===== config.mk =====
export PLATFORM = sky130hd
export DESIGN_NAME = wb_arbiter_flat
export DESIGN_NICKNAME = d
export VERILOG_FILES = /design/src/rtl/wb_pkg.sv /design/src/rtl/wb_arbiter_if.sv /design/src/rtl/wb_fifo.sv /design/src/rtl/wb_arbiter.sv /design/src/flat_wrapper.sv
export SDC_FILE = /design/constraint.sdc
export NUM_CORES = 1
export LEC_CHECK = 0
export ABC_AREA = 1
export CELL_PAD_IN_SITES_DETAIL_PLACEMENT = 1
export CELL_PAD_IN_SITES_GLOBAL_PLACEMENT = 1
export CORE_ASPECT_RATIO = 1.4
export CORE_MARGIN = 2
export CORE_UTILIZATION = 46
export CTS_BUF_LIST = sky130_fd_sc_hd__clkbuf_16
export CTS_CLUSTER_SIZE = 28
export DETAILED_ROUTE_END_ITERATION = 12
export PLACE_DENSITY_LB_ADDON = 0.1
export SYNTH_ARGS = -nofsm -noshare
export SYNTH_HDL_FRONTEND = slang
export SYNTH_HIERARCHICAL = 1
export SYNTH_SLANG_ARGS = --single-unit

===== constraint.sdc =====
create_clock -name clk -period 5.4 [get_ports clk]
set_input_delay 1.08 -clock clk [delete_from_list [all_inputs] [get_ports clk]]
set_output_delay 1.08 -clock clk [all_outputs]
set_load 0.005 [all_outputs]

===== src/rtl/wb_pkg.sv =====
// Shared types and constants for the writeback arbiter: queue entry layout,
// default sizing, port indices and grant encoding.
package wb_pkg;
  localparam int FIFO_DEPTH_DEF   = 2;
  localparam int STARVE_LIMIT_DEF = 3;

  localparam int NUM_PORTS = 2;
  localparam int PORT_EXU  = 0;
  localparam int PORT_LSU  = 1;

  typedef struct packed {
    logic [4:0]  rd;
    logic [31:0] data;
  } wb_entry_t;

  typedef logic [1:0] gnt_t;
  localparam gnt_t GNT_NONE = 2'd0;
  localparam gnt_t GNT_EXU  = 2'd1;
  localparam gnt_t GNT_LSU  = 2'd2;
endpackage


===== src/rtl/wb_arbiter_if.sv =====
// Writeback bus: two requester ports (EXU, LSU) in, one register-file write port out.
interface wb_arbiter_if;
  logic        exu_valid;
  logic [4:0]  exu_rd;
  logic [31:0] exu_data;
  logic        exu_ready;
  logic        lsu_valid;
  logic [4:0]  lsu_rd;
  logic [31:0] lsu_data;
  logic        lsu_ready;
  logic [4:0]  rf_rd;
  logic [31:0] rf_data;
  logic        waw_err;

  modport slave (
    input  exu_valid, exu_rd, exu_data, lsu_valid, lsu_rd, lsu_data,
    output exu_ready, lsu_ready, rf_rd, rf_data, waw_err
  );

  modport master (
    output exu_valid, exu_rd, exu_data, lsu_valid, lsu_rd, lsu_data,
    input  exu_ready, lsu_ready, rf_rd, rf_data, waw_err
  );
endinterface


===== src/rtl/wb_fifo.sv =====
// Per-requester writeback queue: power-of-two depth, synchronous reset,
// head visible combinationally from registered storage.
module wb_fifo
  import wb_pkg::*;
#(
  parameter int DEPTH = FIFO_DEPTH_DEF
) (
  input  logic      clk,
  input  logic      rst_n,
  input  logic      push_i,
  input  wb_entry_t din_i,
  input  logic      pop_i,
  output logic      full_o,
  output logic      empty_o,
  output wb_entry_t head_o
);
  localparam int AW = $clog2(DEPTH);
  localparam logic [AW:0] FULL_CNT = (AW+1)'(DEPTH);

  wb_entry_t     mem_q [DEPTH];
  logic [AW-1:0] wptr_q, wptr_d, rptr_q, rptr_d;
  logic [AW:0]   cnt_q, cnt_d;
  logic          do_push, do_pop;

  assign full_o  = (cnt_q == FULL_CNT);
  assign empty_o = (cnt_q == '0);
  assign head_o  = mem_q[rptr_q];

  // A full queue still takes a push when the head leaves on the same edge.
  assign do_pop  = pop_i && !empty_o;
  assign do_push = push_i && (!full_o || do_pop);

  always_comb begin
    wptr_d = wptr_q;
    rptr_d = rptr_q;
    cnt_d  = cnt_q;
    if (do_push) wptr_d = wptr_q + 1'b1;
    if (do_pop)  rptr_d = rptr_q + 1'b1;
    case ({do_push, do_pop})
      2'b10:   cnt_d = cnt_q + 1'b1;
      2'b01:   cnt_d = cnt_q - 1'b1;
      default: ;
    endcase
  end

  always_ff @(posedge clk) begin
    if (!rst_n) begin
      wptr_q <= '0;
      rptr_q <= '0;
      cnt_q  <= '0;
    end else begin
      wptr_q <= wptr_d;
      rptr_q <= rptr_d;
      cnt_q  <= cnt_d;
    end
  end

  always_ff @(posedge clk) begin
    if (do_push) mem_q[wptr_q] <= din_i;
  end
endmodule


===== src/rtl/wb_arbiter.sv =====
// Writeback arbiter: queues EXU and LSU results, grants one head per cycle
// (LSU first, EXU forced after STARVE_LIMIT losses) and flags same-rd heads.
module wb_arbiter
  import wb_pkg::*;
#(
  parameter int FIFO_DEPTH   = FIFO_DEPTH_DEF,
  parameter int STARVE_LIMIT = STARVE_LIMIT_DEF
) (
  input  logic        clk,
  input  logic        rst_n,
  wb_arbiter_if.slave bus
);
  localparam int SW = $clog2(STARVE_LIMIT + 1);
  localparam logic [SW-1:0] SMAX = SW'(STARVE_LIMIT);

  logic      [NUM_PORTS-1:0] vld, rdy, push, pop, full, empty, hv;
  wb_entry_t [NUM_PORTS-1:0] in_ent, head;
  gnt_t                      gnt;
  wb_entry_t                 wr;
  logic [SW-1:0]             starve_q, starve_d;

  assign vld              = {bus.lsu_valid, bus.exu_valid};
  assign in_ent[PORT_EXU] = '{rd: bus.exu_rd, data: bus.exu_data};
  assign in_ent[PORT_LSU] = '{rd: bus.lsu_rd, data: bus.lsu_data};

  // rd==0 transfers complete the handshake but never occupy a slot.
  for (genvar p = 0; p < NUM_PORTS; p++) begin : g_port
    assign rdy[p]  = rst_n && !full[p];
    assign push[p] = vld[p] && rdy[p] && (in_ent[p].rd != '0);
    assign hv[p]   = !empty[p];

    wb_fifo #(.DEPTH(FIFO_DEPTH)) u_fifo (
      .clk    (clk),
      .rst_n  (rst_n),
      .push_i (push[p]),
      .din_i  (in_ent[p]),
      .pop_i  (pop[p]),
      .full_o (full[p]),
      .empty_o(empty[p]),
      .head_o (head[p])
    );
  end

  always_comb begin
    gnt = GNT_NONE;
    if (hv[PORT_EXU] && starve_q == SMAX) gnt = GNT_EXU;
    else if (hv[PORT_LSU])                gnt = GNT_LSU;
    else if (hv[PORT_EXU])                gnt = GNT_EXU;
  end

  assign pop[PORT_EXU] = (gnt == GNT_EXU);
  assign pop[PORT_LSU] = (gnt == GNT_LSU);

  // Counts consecutive cycles the EXU head lost to LSU.
  always_comb begin
    starve_d = starve_q;
    if (!hv[PORT_EXU] || gnt == GNT_EXU)           starve_d = '0;
    else if (gnt == GNT_LSU && starve_q != SMAX)   starve_d = starve_q + 1'b1;
  end

  always_ff @(posedge clk) begin
    if (!rst_n) starve_q <= '0;
    else        starve_q <= starve_d;
  end

  always_comb begin
    wr = '0;
    case (gnt)
      GNT_EXU: wr = head[PORT_EXU];
      GNT_LSU: wr = head[PORT_LSU];
      default: ;
    endcase
  end

  assign bus.exu_ready = rdy[PORT_EXU];
  assign bus.lsu_ready = rdy[PORT_LSU];
  assign bus.rf_rd     = wr.rd;
  assign bus.rf_data   = wr.data;
  assign bus.waw_err   = &hv && (head[PORT_EXU].rd == head[PORT_LSU].rd) &&
                         (head[PORT_EXU].rd != '0);
endmodule

===== src/flat_wrapper.sv =====
// flat-port wrapper written by rule: the top's interface ports become plain ports
module wb_arbiter_flat import wb_pkg::*;
#(
  parameter int FIFO_DEPTH   = FIFO_DEPTH_DEF,
  parameter int STARVE_LIMIT = STARVE_LIMIT_DEF
)
  (clk, rst_n, bus_exu_valid, bus_exu_rd, bus_exu_data, bus_lsu_valid, bus_lsu_rd, bus_lsu_data, bus_exu_ready, bus_lsu_ready, bus_rf_rd, bus_rf_data, bus_waw_err);
  wb_arbiter_if bus_i ();
  input  logic clk;
  input  logic rst_n;
  input wire logic [$bits(bus_i.exu_valid)-1:0] bus_exu_valid;
  input wire logic [$bits(bus_i.exu_rd)-1:0] bus_exu_rd;
  input wire logic [$bits(bus_i.exu_data)-1:0] bus_exu_data;
  input wire logic [$bits(bus_i.lsu_valid)-1:0] bus_lsu_valid;
  input wire logic [$bits(bus_i.lsu_rd)-1:0] bus_lsu_rd;
  input wire logic [$bits(bus_i.lsu_data)-1:0] bus_lsu_data;
  output wire logic [$bits(bus_i.exu_ready)-1:0] bus_exu_ready;
  output wire logic [$bits(bus_i.lsu_ready)-1:0] bus_lsu_ready;
  output wire logic [$bits(bus_i.rf_rd)-1:0] bus_rf_rd;
  output wire logic [$bits(bus_i.rf_data)-1:0] bus_rf_data;
  output wire logic [$bits(bus_i.waw_err)-1:0] bus_waw_err;
  assign bus_i.exu_valid = bus_exu_valid;
  assign bus_i.exu_rd = bus_exu_rd;
  assign bus_i.exu_data = bus_exu_data;
  assign bus_i.lsu_valid = bus_lsu_valid;
  assign bus_i.lsu_rd = bus_lsu_rd;
  assign bus_i.lsu_data = bus_lsu_data;
  assign bus_exu_ready = bus_i.exu_ready;
  assign bus_lsu_ready = bus_i.lsu_ready;
  assign bus_rf_rd = bus_i.rf_rd;
  assign bus_rf_data = bus_i.rf_data;
  assign bus_waw_err = bus_i.waw_err;
  wb_arbiter #(.FIFO_DEPTH(FIFO_DEPTH), .STARVE_LIMIT(STARVE_LIMIT)) u_core (.clk(clk), .rst_n(rst_n), .bus(bus_i));
endmodule

* Word level (Yosys, flattened, before mapping)
Memory sizes are Yosys's and may differ from the RTL's. A register that Yosys moved wholly into a read port is not among the register bits.
Cells that the tools add are included.
** Word-level totals
- Register bits after elaboration :: 10
- Bits in latches :: 0
- Memory bits (writable) :: 148
- Bits in read-only memories :: 0
- Input port bits :: 78
- Memories :: 2
** Operators by class
- Add/subtract/negate cells :: 9
- $mul :: 0
- Divide/modulo/power cells :: 0
- $lt $le $gt $ge :: 0
- Equality and inequality tests :: 11
- Shift operators :: 0
- Muxes and demuxes :: 14
- Bitwise operators :: 1
- Reduce and logical (&&, ||, !) cells :: 30
** Memory list
- u_core.g_port[0].u_fifo.mem_q :: depth 2, bits a word 37, read ports 1, clocked after memory_dff 1, wr ports 1, line wb_fifo.sv:20 : wb_entry_t mem_q [DEPTH];
- u_core.g_port[1].u_fifo.mem_q :: depth 2, bits a word 37, read ports 1, clocked after memory_dff 1, wr ports 1, line wb_fifo.sv:20
** Operators with widths (count)
- 37-bit one-hot mux with 2 select lines :: 1
- 5-bit nonzero test :: 3
- 1-bit logical AND :: 14
- 2-bit == test (second input constant) :: 6
- 1-bit two-way mux :: 9
- 2-bit one-hot mux with 2 select lines :: 2
- 2-bit by 1-bit adder with 2-bit output (second input constant) :: 3
- 2-bit by 1-bit == test with 1-bit output (second input constant) :: 3
- 5-bit == test :: 1
- 1-bit adder (second input constant) :: 4
- 1-bit logical NOT :: 4
- 2-bit logical NOT :: 2
- 2-bit two-way mux :: 2
- 2-bit nonzero test :: 2
- 2-bit by 1-bit subtractor with 2-bit output (second input constant) :: 2
- 1-bit logical OR :: 3
- 2-bit != test (second input constant) :: 1
- 2-bit AND reduction :: 1
- 2-bit OR reduction :: 1
- 1-bit NOT :: 1

* Longest topological paths before layout
- Depth after elaboration :: 10
- Depth in mapped cells :: 14

* Cells and area by module
Netlist, hierarchy kept.
** By module, submodules not included
- wb_fifo :: times used 2, cells an instance 154, area an instance 2966.6 um^2, seq. area each 2322.2 um^2
- wb_arbiter :: times used 1, cells an instance 166, area an instance 784.5 um^2, seq. area each 40.0 um^2

* Least setup slack after synthesis
No wires, ideal clock.
- Kind :: input -> register
- Start point :: in rst_n
- End point :: mem u_core/g_port[0].u_fifo/mem_q[0][0] in the netlist's numbering (enable)
- Library setup time :: 0.431 ns
- Arrival :: 3.116 ns
- Required time :: 4.969 ns
- Setup slack :: 1.853 ns
- Cell stages on the path :: 6
- Path buffers :: 0
- Cells stage by stage :: inv_1 -> nor2_1 -> nand3_1 -> inv_1 -> nand2_2 -> nor2_1
** Between the ends
- Cells in the longest elaborated chain, start to end :: 6
** Ends and longest elaborated chain
- start, declared :: line flat_wrapper.sv:10 : input logic rst_n;
- 1-bit logical AND :: line wb_arbiter.sv:28 : assign rdy[p] = rst_n && !full[p];
- named net bus_exu_ready :: line flat_wrapper.sv:17 : output wire logic [$bits(bus_i.exu_ready)-1:0] bus_exu_ready;
- 1-bit logical AND (2 in a row) :: line wb_arbiter.sv:29 : assign push[p] = vld[p] && rdy[p] && (in_ent[p].rd != '0);
- named net u_core.push[0] :: line wb_arbiter.sv:16 : logic [NUM_PORTS-1:0] vld, rdy, push, pop, full, empty, hv;
- 1-bit logical AND :: line wb_fifo.sv:31 : assign do_push = push_i && (!full_o || do_pop);
- 1-bit two-way mux :: line wb_fifo.sv:59 : if (do_push) mem_q[wptr_q] <= din_i;
- 1-bit two-way mux (implied by the code) :: line wb_fifo.sv:59
- end, declared :: line wb_fifo.sv:20
The timed path passes the listed nets, and every way through them passes these cells.

==> flow_summary.ini <==
[run_status]
status = completed

[power_and_ir_drop]
power_leakage_nw = 3.110
p_per_area_nw_per_um2 = 349.1
p_total_mw = 3.005
ir_drop_uv = 247.3

[synthesis]
netlist_area_um2 = 6718
async_flop_share_pct = 0
netlist_instances = 474
synth-main-ff-cell = edfxtp_1
syn_avg_cell_area_um2 = 14.17
synth_warnings = 6
yosysUniqueCellTypes = 27
yosys_register_bits = 160
synth_nets = 553
seq_area_frac_synth_pct = 69.73
synth_edf_count = 148

[setup_path]
cp_cell_sequence = mux2_2 -> nand2_1 -> nand2_1 -> nor2_1 -> nand3_1 -> nor2_1 -> clkdlybuf4s50_1
cp-end-kind = output pin
required_ns = 4.32
cp_slowest_cell = dfxtp_2
cp_max_fo = 37
critPathMaxStageDelay_ns = 0.95
arrival_ns = 2.78
cp-start-kind = flip-flop
crit_type = flip-flop to output pin

[cells_and_area]
layout_commonest_cell = edfxtp_1
layout.nets = 675
layout.cells.non_filler = 798
drive_gt1_share_pct = 24.14
syn_to_final_growth_pct = 28.14
diodes = 0
num-fill-cells = 1402
design_area_um2 = 8608
final_cell_mix = edfxtp_1 (148), clkdlybuf4s50_1 (117), nand2_1 (113)

[clock_tree]
postCtsSetupBuffers = 0
ctsHtreeMaxLevel = 4
cts_made_buffers = 17
cts.sink_count = 160
cts-root-buf = clkbuf_16
clock_latency_ns = 0.42
cts_resized = 0
cts_tree = yes
clk_pin_slew_ns = 0.06
cts_max_path_buffers = 2
hold_buffers = 0

[placed_design]
io_buffers = 117
place_congestion = 0.8217
dp.cells = 766
pre_cts_slack_ns = 1.796
hpwlAfterDp_um = 9432
placed_area_um2 = 7991

[detailed_routing]
avgRoutedWirePerCell_um = 18.33
vias = 4044
wl_um = 14630
drt-pass1-iter-count = 4
ant_nets = 0
drc = 0
drt_iter0_drc = 151
viasPerCell = 5.068

[floorplanning]
die-area_um2 = 15600
die_w_um = 106.1
num_rows = 52
io_pins = 118
coreArea_um2 = 14380
die-height_um = 147.0
initial_core_util_pct = 46.72

[global_routing]
antenna_found_initial = 0
grt_pass1_wl_um = 23250
grt_max_degree = 39
grt_pass1_vias = 4502
grt_overflow_total = 0
grt.total_usage_pct = 19.91

[timing]
drv_slew = 0
final-hold-violation-count = 0
worst_pin_slew_ns = 1.283
relSlewSlack_pct = 14.28
worst_slack_ns = 1.538
fin_setup_tns_ns = 0
worst_clock_skew_ns = 0.008284
rsz0062_at_grt = no
fin_crit_sh_pct = 71.52
fmax_ghz = 0.2589
period_needed_ns = 3.862
finalSetupViolCount = 0

[flow_run]
cap_violations = 0

[worst_hold_path]
hp-class = flip-flop to flip-flop
[per-layer routing]
| layer | track usage, % | vias up | part of all wire, % |
|---|---|---|---|
| li1 | - | 1910 | - |
| met1 | 23.40 | 2027 | 40 |
| met2 | 36.03 | 93 | 55 |
| met3 | 3.815 | 14 | 3.2 |
| met4 | 7.039 | 0 | 1.4 |
| met5 | 0 | - | 0 |
[cell families after synthesis]
family,after synthesis,share of synthesized area (%)
simple gates,172,11.31
mux,74,12.40
xor+xnor,2,0.2608
flops,160,69.73
compound gates,16,1.676
buf+inv,49,4.433
fa+ha+maj,1,0.1862
[critical path: cells and delay by family, from the launching register on]
family / cells / cell delay, ns
muxes: 1 / 0.44
DFF: 1 / 0.95
buffers and inverters: 1 / 0.51
and+or+nand+nor: 5 / 0.44
[cell type report]
| type | count | area [um^2] | area share (%) |
|---|---|---|---|
| Clock inverter | 15 | 191.4 | 2.224 |
| Clock buffer | 17 | 425.4 | 4.942 |
| Multi-Input combinational cell | 265 | 1760 | 20.45 |
| Sequential cell | 160 | 4687 | 54.45 |
| Timing Repair Buffer | 117 | 1171 | 13.60 |
| Tap cell | 189 | 236.5 | 2.747 |
| Inverter | 35 | 136.4 | 1.584 |
[per-stage QoR]
| step | util (%) | hold WS [ns] |
|---|---|---|
| 2_1_floorplan | - | 0.3983 |
| 3_3_place_gp | 55.58 | 0.4052 |
| 3_5_place_dp | 55.58 | 0.4262 |
| 4_1_cts | 59.87 | 0.4348 |
| 5_1_grt | 59.87 | 0.4483 |
| 6_report | 59.87 | 0.4273 |
[power by group]
part | switching [mW] | total (mW) | internal, mW
sequential | 0.0244 | 1.43 | 1.41
combinational | 0.157 | 0.329 | 0.172
clock | 0.474 | 1.25 | 0.772
total | 0.655 | 3.01 | 2.35
[sequential cells by signal, summed over array words and instances (netlist names), named ones only]
signal	cells
u_core/starve_q	2
u_core/g_port.u_fifo/mem_q	148
u_core/g_port.u_fifo/rptr_q	2
u_core/g_port.u_fifo/cnt_q	4
u_core/g_port.u_fifo/wptr_q	2
[worst paths after layout]
check | startpoint | to | slack (ns) | cells after the start
worst max register to register | u_core/g_port[0].u_fifo/cnt_q[0] | u_core/g_port[0].u_fifo/mem_q[1][31] | 2.42 | 10
worst max-delay path | flip-flop | bus_waw_err | 1.54 | 7
worst min-delay path | u_core/starve_q[0] | u_core/starve_q[0] | 0.43 | 1
worst min register to register | u_core/starve_q[0] | u_core/starve_q[0] | 0.43 | 1
[synthesized netlist by cell type (2+ instances only)]
library cell / n / share of area, %
a21oi_1: 3 / 0.22
a21oi_2: 2 / 0.26
a31oi_1: 2 / 0.19
buf_6: 13 / 2.2
dfxtp_1: 12 / 3.6
edfxtp_1: 148 / 66
inv_1: 28 / 1.6
inv_2: 5 / 0.28
inv_4: 2 / 0.19
mux2_2: 74 / 12
nand2_1: 113 / 6.3
nand2_2: 18 / 1.7
nand3_1: 9 / 0.67
nand3_2: 4 / 0.60
nand4_1: 2 / 0.19
nor2_1: 19 / 1.1
nor2_2: 2 / 0.19
nor3_1: 2 / 0.15
nor3_2: 2 / 0.30
o21ai_0: 3 / 0.22
o21ai_2: 2 / 0.26
o22ai_1: 3 / 0.28
xor2_1: 2 / 0.26
Power figures use the tool's default switching activity.
